## src/rtl/riscv_fetch_unit.sv

```systemverilog
// Instruction-fetch front end: credit-limited imem requests, in-order response queue, decode handshake.
// Optional FETCH_BYPASS_EN lets a response reach decode in the same cycle when the queue is empty.
module riscv_fetch_unit #(
    parameter int          DEPTH    = 4,
    parameter logic [31:0] RESET_PC = 32'h0000_0000
) (
    input  logic        clk,
    input  logic        reset,
    output logic        imem_req_valid,
    input  logic        imem_req_ready,
    output logic [31:0] imem_req_addr,
    input  logic        imem_rsp_valid,
    input  logic [31:0] imem_rsp_data,
    input  logic        redirect_valid,
    input  logic [31:0] redirect_pc,
    output logic        instr_valid,
    input  logic        instr_ready,
    output logic [31:0] instr_data,
    output logic [31:0] instr_pc
);

    localparam int AW = $clog2(DEPTH);
    localparam int CW = AW + 1;
    localparam logic [CW:0] DEPTH_C = (CW+1)'(DEPTH);

    logic [31:0]   fetch_pc;
    logic [31:0]   q_data [DEPTH];
    logic [31:0]   q_pc   [DEPTH];
    logic [31:0]   tag_pc [DEPTH];
    logic [AW-1:0] q_rd, q_wr, tag_rd, tag_wr;
    logic [CW-1:0] count, inflight, drop;
    logic [CW:0]   credit_used;
    logic          q_nonempty;
    logic          req_fire;
    logic          rsp_keep;
    logic          push;
    logic          pop;

    assign credit_used    = {1'b0, count} + {1'b0, inflight};
    assign q_nonempty     = (count != '0);
    assign imem_req_valid = !reset && !redirect_valid && (credit_used < DEPTH_C);
    assign imem_req_addr  = fetch_pc;
    assign req_fire       = imem_req_valid && imem_req_ready;
    // A response survives only if it is not owed to a previous redirect.
    assign rsp_keep       = imem_rsp_valid && (drop == '0) && !redirect_valid && !reset;

`ifdef FETCH_BYPASS_EN
    logic bypass;
    assign bypass      = rsp_keep && !q_nonempty;
    assign instr_valid = (q_nonempty && !redirect_valid) || bypass;
    assign instr_data  = q_nonempty ? q_data[q_rd] : (bypass ? imem_rsp_data : 32'h0);
    assign instr_pc    = q_nonempty ? q_pc[q_rd]   : (bypass ? tag_pc[tag_rd] : 32'h0);
    assign push        = rsp_keep && !(bypass && instr_ready);
    assign pop         = q_nonempty && instr_valid && instr_ready;
`else
    assign instr_valid = q_nonempty && !redirect_valid;
    assign instr_data  = q_nonempty ? q_data[q_rd] : 32'h0;
    assign instr_pc    = q_nonempty ? q_pc[q_rd]   : 32'h0;
    assign push        = rsp_keep;
    assign pop         = instr_valid && instr_ready;
`endif

    always_ff @(posedge clk or posedge reset) begin
        if (reset) begin
            fetch_pc <= RESET_PC;
            q_rd     <= '0;
            q_wr     <= '0;
            tag_rd   <= '0;
            tag_wr   <= '0;
            count    <= '0;
            inflight <= '0;
            drop     <= '0;
        end else begin
            inflight <= inflight + CW'(req_fire) - CW'(imem_rsp_valid);
            if (req_fire)
                tag_wr <= tag_wr + 1'b1;
            if (imem_rsp_valid)
                tag_rd <= tag_rd + 1'b1;

            if (redirect_valid) begin
                // Every request still outstanding after this cycle must be discarded on return.
                fetch_pc <= redirect_pc & 32'hFFFF_FFFC;
                drop     <= inflight - CW'(imem_rsp_valid);
                q_rd     <= '0;
                q_wr     <= '0;
                count    <= '0;
            end else begin
                if (req_fire)
                    fetch_pc <= fetch_pc + 32'd4;
                if (imem_rsp_valid && (drop != '0))
                    drop <= drop - 1'b1;
                if (push)
                    q_wr <= q_wr + 1'b1;
                if (pop)
                    q_rd <= q_rd + 1'b1;
                count <= count + CW'(push) - CW'(pop);
            end
        end
    end

    // Storage arrays carry data only; validity is tracked by the pointers and counters above.
    always_ff @(posedge clk) begin
        if (req_fire)
            tag_pc[tag_wr] <= fetch_pc;
        if (push) begin
            q_data[q_wr] <= imem_rsp_data;
            q_pc[q_wr]   <= tag_pc[tag_rd];
        end
    end

endmodule

```

## config.mk

```make
export PLATFORM = sky130hd
export DESIGN_NAME = riscv_fetch_unit
export DESIGN_NICKNAME = d
export VERILOG_FILES = /design/src/rtl/riscv_fetch_unit.sv
export SDC_FILE = /design/constraint.sdc
export NUM_CORES = 1
export LEC_CHECK = 0
export ABC_CLOCK_PERIOD_IN_PS = 4400
export BUFFER_PORTS_ARGS = -buffer_cell sky130_fd_sc_hd__buf_4
export CAP_MARGIN = 20
export CORE_MARGIN = 2
export CORE_UTILIZATION = 51
export DETAILED_ROUTE_END_ITERATION = 10
export HOLD_SLACK_MARGIN = 0.05
export PLACE_DENSITY = 0.7
export SYNTH_ARGS = -nofsm -noshare
export SYNTH_HDL_FRONTEND = slang
export SYNTH_SLANG_ARGS = --single-unit
```

## constraint.sdc

```tcl
create_clock -name clk -period 4.4 [get_ports clk]
set_clock_uncertainty 0.2 [all_clocks]
set_input_delay 0.22 -clock clk [delete_from_list [all_inputs] [get_ports clk]]
set_output_delay 0.22 -clock clk [all_outputs]
set_load 0.05 [all_outputs]
```

==> results by group, run 1 <==
Setup path
  • WP data arrival: 2.73 ns
  • Setup CP Type: register to primary output
  • Worst endpoint required time: 3.98 ns
  • Slowest cell on the critical path: dfrtp_4
  • CP endpoint kind: primary output
  • Crit path launch type: register
  • R2R Setup Slk: 1.42 ns
  • CP max stage delay: 0.92 ns
  • Buf/Inv on CP: 2
  • Cell chain of the critical path: buf_12, mux4_2, and2_1, buf_4
  • Delay-heaviest family, CP: flip-flops
  • CP max FO: 35

Finish
  • Final nets: 1,217
  • Commonest non-fill, non-tap cell in the layout: edfxtp_1
  • Layout cells sized above 1: 30.11%
  • Most frequent cells in the layout: edfxtp_1, buf_4, mux4_2
  • N_diodes: 0
  • Synth-to-layout area growth: 22.63%
  • # fillers: 2,308
  • Post-Route Utilization: 63.12%

Detailed routing
  • Final WL: 32.62 mm
  • Number of DRC markers in iteration 0: 675
  • Avg Vias per Cell: 5.490
  • Vias: 8,789
  • Drt first pass iters: 5
  • DR WL/cell: 20.37 um
  • DR DRC count: 0
  • Antenna viol nets, final: 0

Synthesis
  • Asr flop ratio synth: 11.33%
  • Synth warn: 0
  • Mean post-synth cell area: 18.91 um2
  • Distinct cells, synth: 55
  • Post-synthesis register bit count: 415
  • Synth Flop Type: edfxtp_1
  • Sequential share of the synthesized area: 73.38%
  • Post-Syn Area: 0.01666 mm2
  • Cells after Synth: 881
  • Number of flops mapped to enable cells by yosys: 368

CTS
  • PostCTS Resize Cnt: 0
  • CTS tree: done
  • CTS Root Cell: clkbuf_16
  • Clock tree sinks: 415
  • Worst-path clk slew: 0.06 ns
  • CTS buffer count: 42
  • Worst-Skew Late Latency: 0.53 ns
  • Clock buffer depth: 3
  • # H-tree levels: 2

Timing
  • RSZ-0062 raised after global routing: false
  • Highest Clock Rate: 0.3175 GHz
  • Period utilization: 71.59%
  • Slew at the pin with the worst max-slew slack: 1.039 ns
  • Final setup vio count: 0
  • Final Hold Vio Count: 0
  • Max-slew violations: 0
  • Post-route setup slack: 1.250 ns
  • Final setup TNS: 0 ns
  • Minimum clock period: 3.150 ns
  • Rel. slew slack: 30.76%

Floorplan
  • Die height: 184.8 um
  • Die W: 184.8 um
  • Core area: 0.03237 mm2
  • Initial core utilization: 51.47%
  • Site row count: 66
  • # IOs: 168
  • DIE AREA: 0.03413 mm2

Power
  • P_int: 8.109 mW
  • Total power: 12.03 mW
  • LEAKAGE: 7.225 nW
  • VDD IR max: 0.3191 mV
  • Net switching power: 3.919 mW
  • Clk pwr share: 29.1%
  • Power Density: 588.6 mW/mm2
  • Sw frac: 32.58%
  • Sequential cell fraction of total power: 42.3%
  • Combinational cell fraction of total power: 28.6%

Placement
  • Placer Congestion: 0.7722
  • Post-DP HPWL: 18.87 mm
  • IO buf count: 161
  • Pre-CTS WS: 1.382 ns

Global routing
  • First-pass GRT wire length: 50.38 mm
  • GRT overflow: 0
  • Initial antenna violation count: 0
  • Largest net degree at the start of global routing: 66
  • Number of global-route vias before repair: 8,838
  • Total track usage: 19.58%

Outcome
  • Outcome: complete, no violations

Flow run
  • Max-cap viol count: 0

Min path
  • Hold WC Path Type: input port to asynchronous set/reset pin
[cell usage after synthesis, types with 2 or more instances]
cell	count	share of area (%)
a21o_1	3	0.14
a21oi_1	13	0.39
a221o_1	6	0.36
a31oi_1	3	0.11
and2_1	73	2.7
and3_1	5	0.19
and4_1	3	0.16
buf_1	4	0.090
buf_2	18	0.54
buf_4	6	0.27
clkbuf_1	21	0.47
dfrtp_1	47	7.1
edfxtp_1	368	66
fa_1	2	0.24
ha_1	19	1.4
inv_1	18	0.41
mux2i_1	10	0.60
mux4_2	92	12
nand2_1	40	0.90
nand2b_1	3	0.11
nand3_1	14	0.42
nand3b_1	3	0.14
nand4_1	11	0.41
nand4_4	2	0.26
nor2_1	20	0.45
nor2b_1	4	0.15
nor3_1	8	0.24
o211ai_1	6	0.27
o21ai_0	16	0.48
o21ai_1	3	0.090
o311ai_0	2	0.11
o311ai_1	4	0.21
or3_1	2	0.075
xnor2_1	5	0.26
xor2_1	7	0.37
[tightest hold or removal path, stage by stage]
cell and delay (ns):
dlygate4sd3_1 0.55, buf_4 0.15, inv_2 0.40
[cell families (layout without fill, tap and decap cells)]
| logic type | count (synthesis) | after routing | share of synthesized area [%] |
|---|---|---|---|
| flip-flops | 415 | 415 | 73.38 |
| buffers and inverters | 69 | 344 | 1.870 |
| multiplexers | 103 | 103 | 13.10 |
| AO/OA/AOI/OAI | 61 | 61 | 2.403 |
| AND/OR/NAND/NOR | 199 | 199 | 6.924 |
| other | 1 | 4 | 0.02251 |
| adder cells (fa/ha/maj) | 21 | 21 | 1.667 |
| XOR/XNOR | 12 | 12 | 0.6308 |
[worst paths after layout]
kind	from	endpoint	cells past startpoint
max	q_rd[0]	instr_data[0]	4
max in group asynchronous	reset	q_rd[0]	4
min reg2reg	drop[1]	drop[1]	2
min in group clk	imem_req_ready	tag_wr[0]	4
max reg2reg	count[1]	count[2]	11
min	reset	imem_req_addr[5]	3
[registers in the layout (all words and copies together) (netlist names)]
signal	count
tag_rd	2
q_wr	2
imem_req_addr	30
q_data	128
drop	3
tag_wr	2
tag_pc	120
q_rd	2
q_pc	120
inflight	3
count	3
[final cells by class]
| type | count | area, um2 | area share [%] |
|---|---|---|---|
| clock inverter | 21 | 201.4 | 0.9859 |
| sequential | 415 | 12230 | 59.87 |
| multi-input combinational | 400 | 4146 | 20.29 |
| inverter | 19 | 71.32 | 0.3490 |
| clock buffer | 56 | 1165 | 5.701 |
| tap | 442 | 553.0 | 2.707 |
| timing repair buffer | 248 | 2062 | 10.09 |
[power by group through the flow]
stage | sequential, mW | combinational (mW) | clock [mW]
after global placement | 5.16 | 3.39 | 0
after floorplan | 5.02 | 2.53 | 0
after CTS | 5.10 | 3.49 | 3.57
after global routing | 5.14 | 3.69 | 3.75
final | 5.08 | 3.44 | 3.50
after detailed placement | 5.18 | 3.43 | 0
[timing repair]
item                                   CTS  global route
endpoints found under the hold margin  216             0
hold buffers                            70             0
setup buffers                            0             0
[per-layer routing]
| metal | up-vias | share of wire [%] | GRT usage [%] |
|---|---|---|---|
| li1 | 3976 | - | - |
| met1 | 4459 | 42 | 26.02 |
| met2 | 312 | 50 | 33.85 |
| met3 | 42 | 6.2 | 3.734 |
| met4 | 0 | 1.6 | 4.476 |
| met5 | - | 0 | 0 |
[through the flow]
stage | hold slack, ns | cells | instance area [um2]
CTS | 0.2049 | 1600 | 20410
global route | 0.1650 | 1601 | 20430
detailed placement | 0.2232 | 1453 | 18350
floorplan | 0.1071 | 884 | 16670
finish | 0.1291 | 1601 | 20430
global placement | 0.2233 | 1453 | 18350
No activity file was read; power rests on OpenSTA's default activity.
==> inputs of run 2 (changes only) <==
--- a/config.mk
+++ b/config.mk
@@ -5,7 +5,8 @@
 export SDC_FILE = /design/constraint.sdc
 export NUM_CORES = 1
 export LEC_CHECK = 0
-export ABC_CLOCK_PERIOD_IN_PS = 4400
+export ABC_AREA = 1
+export ABC_CLOCK_PERIOD_IN_PS = 2990
 export BUFFER_PORTS_ARGS = -buffer_cell sky130_fd_sc_hd__buf_4
 export CAP_MARGIN = 20
 export CORE_MARGIN = 2
==> constraint.sdc (replaced) <==
create_clock -name clk -period 2.99 [get_ports clk]
set_clock_uncertainty 0.2 [all_clocks]
set_input_delay 0.1495 -clock clk [delete_from_list [all_inputs] [get_ports clk]]
set_output_delay 0.1495 -clock clk [all_outputs]
set_load 0.05 [all_outputs]
==> run 2 against run 1 <==
Combinational power is 100% higher. Critical path type unchanged. Sequential power is 46% higher. Setup slack worse by 1.0 ns. Largest cell class unchanged.
==> results by group, run 2 <==
Outcome
  • Outcome: complete, no violations

Detailed routing
  • Final WL: 39.90 mm (+22%)
  • Drt first pass iters: 5 (unchanged)
  • Avg Vias per Cell: 5.347 (-2.6%)
  • DR WL/cell: 17.63 um (-13%)
  • Vias: 12,100 (+38%)
  • Antenna viol nets, final: 0 (unchanged)
  • DR DRC count: 0 (unchanged)
  • Number of DRC markers in iteration 0: 916 (+36%)

Timing
  • Slew at the pin with the worst max-slew slack: 0.8858 ns (-0.1528 ns)
  • Final setup TNS: 0 ns (unchanged)
  • Rel. slew slack: 40.95% (+10 points)
  • Worst hold slack: 0.1669 ns (+0.03776 ns)
  • Highest Clock Rate: 0.3617 GHz
  • Minimum clock period: 2.765 ns
  • Post-route setup slack: 0.2254 ns (-1.025 ns)
  • Period utilization: 92.46%
  • Final Hold Vio Count: 0 (unchanged)
  • RSZ-0062 raised after global routing: false
  • Final setup vio count: 0 (unchanged)
  • Max-slew violations: 0 (unchanged)

CTS
  • # H-tree levels: 2 (unchanged)
  • Clock tree sinks: 415 (unchanged)
  • Worst-Skew Late Latency: 0.53 ns (about the same)
  • CTS Root Cell: clkbuf_16
  • Worst-path clk slew: 0.06 ns (about the same)
  • CTS buffer count: 43 (+2.4%)
  • Setup Fix Bufs, Post-CTS: 0 (unchanged)
  • CTS tree: done
  • # hold bufs at CTS: 99 (+41%)
  • Clock buffer depth: 3 (unchanged)
  • PostCTS Resize Cnt: 0 (unchanged)

Finish
  • Max reg flops: 128 (unchanged)
  • Biggest regs: q_data x128, q_pc x120, tag_pc x120
  • Fin area: 0.02156 mm2 (+5.5%)
  • Final nets: 1,873 (+54%)
  • Multi-input gate area: 0.004537 mm2 (+9.4%)
  • Post-Route Utilization: 64.29% (+1.2 points)
  • Layout cells sized above 1: 15.87% (-14 points)
  • Final Non-Filler Cells: 2,263 (+41%)
  • Commonest non-fill, non-tap cell in the layout: edfxtp_1
  • Synth-to-layout area growth: 24.16%
  • Most flops, register: q_data
  • N_diodes: 0 (unchanged)
  • # fillers: 2,527 (+9.5%)
  • Storage cell area: 0.01223 mm2 (about the same)
  • Most frequent cells in the layout: edfxtp_1, nor2_1, o21ai_0

Synthesis
  • Asr flop ratio synth: 11.33% (unchanged)
  • Commonest cells in the netlist: edfxtp_1, nor2_1, o21ai_0
  • Distinct cells, synth: 34 (-38%)
  • Area fraction of the dominant cell type after synthesis: 63.64% (-2.7 points)
  • Top cells by area in the synthesized netlist: edfxtp_1, nor2_1, dfrtp_1
  • Area leader, netlist: edfxtp_1
  • Mean post-synth cell area: 11.39 um2 (-40%)
  • Synth Flop Type: edfxtp_1
  • Post-Syn Area: 0.01736 mm2 (+4.2%)
  • Synth warn: 0 (unchanged)
  • Post-synthesis register bit count: 415 (unchanged)
  • Sequential share of the synthesized area: 70.42% (-3.0 points)
  • Count leader, synth: edfxtp_1
  • Number of flops mapped to enable cells by yosys: 368 (unchanged)
  • Cells after Synth: 1,524 (+73%)

Setup path
  • Setup CP Type: register to primary output
  • CP max FO: 62 (+77%)
  • Most used cell, CP: buf_4
  • R2R Setup Slk: 0.49 ns (-0.93 ns)
  • CP max stage delay: 0.65 ns (-0.27 ns)
  • CP endpoint kind: primary output
  • Slowest cell on the critical path: buf_4
  • Worst endpoint required time: 2.64 ns (-1.34 ns)
  • Crit path launch type: register
  • WP data arrival: 2.42 ns (-0.31 ns)
  • Cell chain of the critical path: nor2_1, nand2_1, inv_2, buf_4, a21oi_1, buf_4

Min path
  • Hold WC Path Type: input port to register

Power
  • VDD IR max: 0.6036 mV (+89%)
  • Total power: 19.70 mW (+64%)
  • LEAKAGE: 8.035 nW (+11%)
  • Power Density: 913.6 mW/mm2 (+55%)

Floorplan
  • Core area: 0.03353 mm2 (+3.6%)
  • Initial core utilization: 51.78% (+0.31 points)
  • # IOs: 168 (unchanged)
  • Die height: 188.5 um (+2.0%)
  • Site row count: 67 (+1.5%)
  • Die W: 188.5 um (+2.0%)
  • DIE AREA: 0.03554 mm2 (+4.1%)

Placement
  • Placed cell area: 0.01917 mm2 (+4.5%)
  • Placed Instances: 2,086 (+44%)
  • Pre-CTS WS: 0.4940 ns (-0.8877 ns)
  • IO buf count: 161 (unchanged)
  • Placer Congestion: 0.8239 (+6.7%)
  • Post-DP HPWL: 22.41 mm (+19%)

Global routing
  • Largest net degree at the start of global routing: 128 (+94%)
  • Number of global-route vias before repair: 11,940 (+35%)
  • GRT overflow: 0 (unchanged)
  • Initial antenna violation count: 0 (unchanged)
  • Total track usage: 22.37% (+2.8 points)
  • First-pass GRT wire length: 62.88 mm (+25%)

Flow run
  • Max-cap viol count: 0 (unchanged)
==> run 2: path summary, 6_finish.rpt <==
check,startpoint,depth (start not counted),to
worst max-delay path,count[1],6,instr_pc[19]
worst min-delay path,imem_rsp_data[4],2,q_data[2][4]
worst max register to register,inflight[2],10,inflight[2]
worst min register to register,inflight[0],1,inflight[0]
max in group asynchronous,reset,5,imem_req_addr[25]
min in group asynchronous,reset,4,q_rd[0]
==> run 2: critical path: cells and delay by family (launching register included) <==
| family | cells | cell delay [ns] |
|---|---|---|
| AOI/OAI and AO/OA | 1 | 0.19 |
| buffers and inverters | 3 | 0.97 |
| and+or+nand+nor | 2 | 0.24 |
| DFF | 1 | 0.43 |
==> run 2: power breakdown <==
| group | internal (mW) | total, mW | switching (mW) |
|---|---|---|---|
| clock network | 3.14 | 5.24 | 2.10 |
| registers | 7.06 | 7.42 | 0.367 |
| logic | 1.91 | 7.03 | 5.12 |
==> run 2: area by class of cell <==
class,instances,area share (%)
Clock inverter,21,0.9460
Clock buffer,57,5.525
Inverter,72,1.259
Timing Repair Buffer,290,11.89
Sequential cell,415,56.74
Multi-Input combinational cell,960,21.04
Tap cell,448,2.600
==> run 2: logic make-up (layout without fill, tap and decap cells) <==
kind of cell / count (synthesis) / in the layout / share of synthesized area, %
and+or+nand+nor: 620 / 620 / 14.50
buffers and inverters: 152 / 440 / 3.747
AOI/OAI and AO/OA: 302 / 302 / 9.058
adders and majority gates: 21 / 21 / 1.600
other: 1 / 4 / 0.02160
xor gates and xnor gates: 13 / 13 / 0.6558
DFF: 415 / 415 / 70.42
==> run 2: per-layer routing <==
metal	track usage, %	vias to the layer above	routed length (um)
li1	-	5789	-
met1	30.08	5841	17310
met2	38.15	410	19570
met3	3.204	60	2341
met4	6.550	0	685
met5	0	-	0
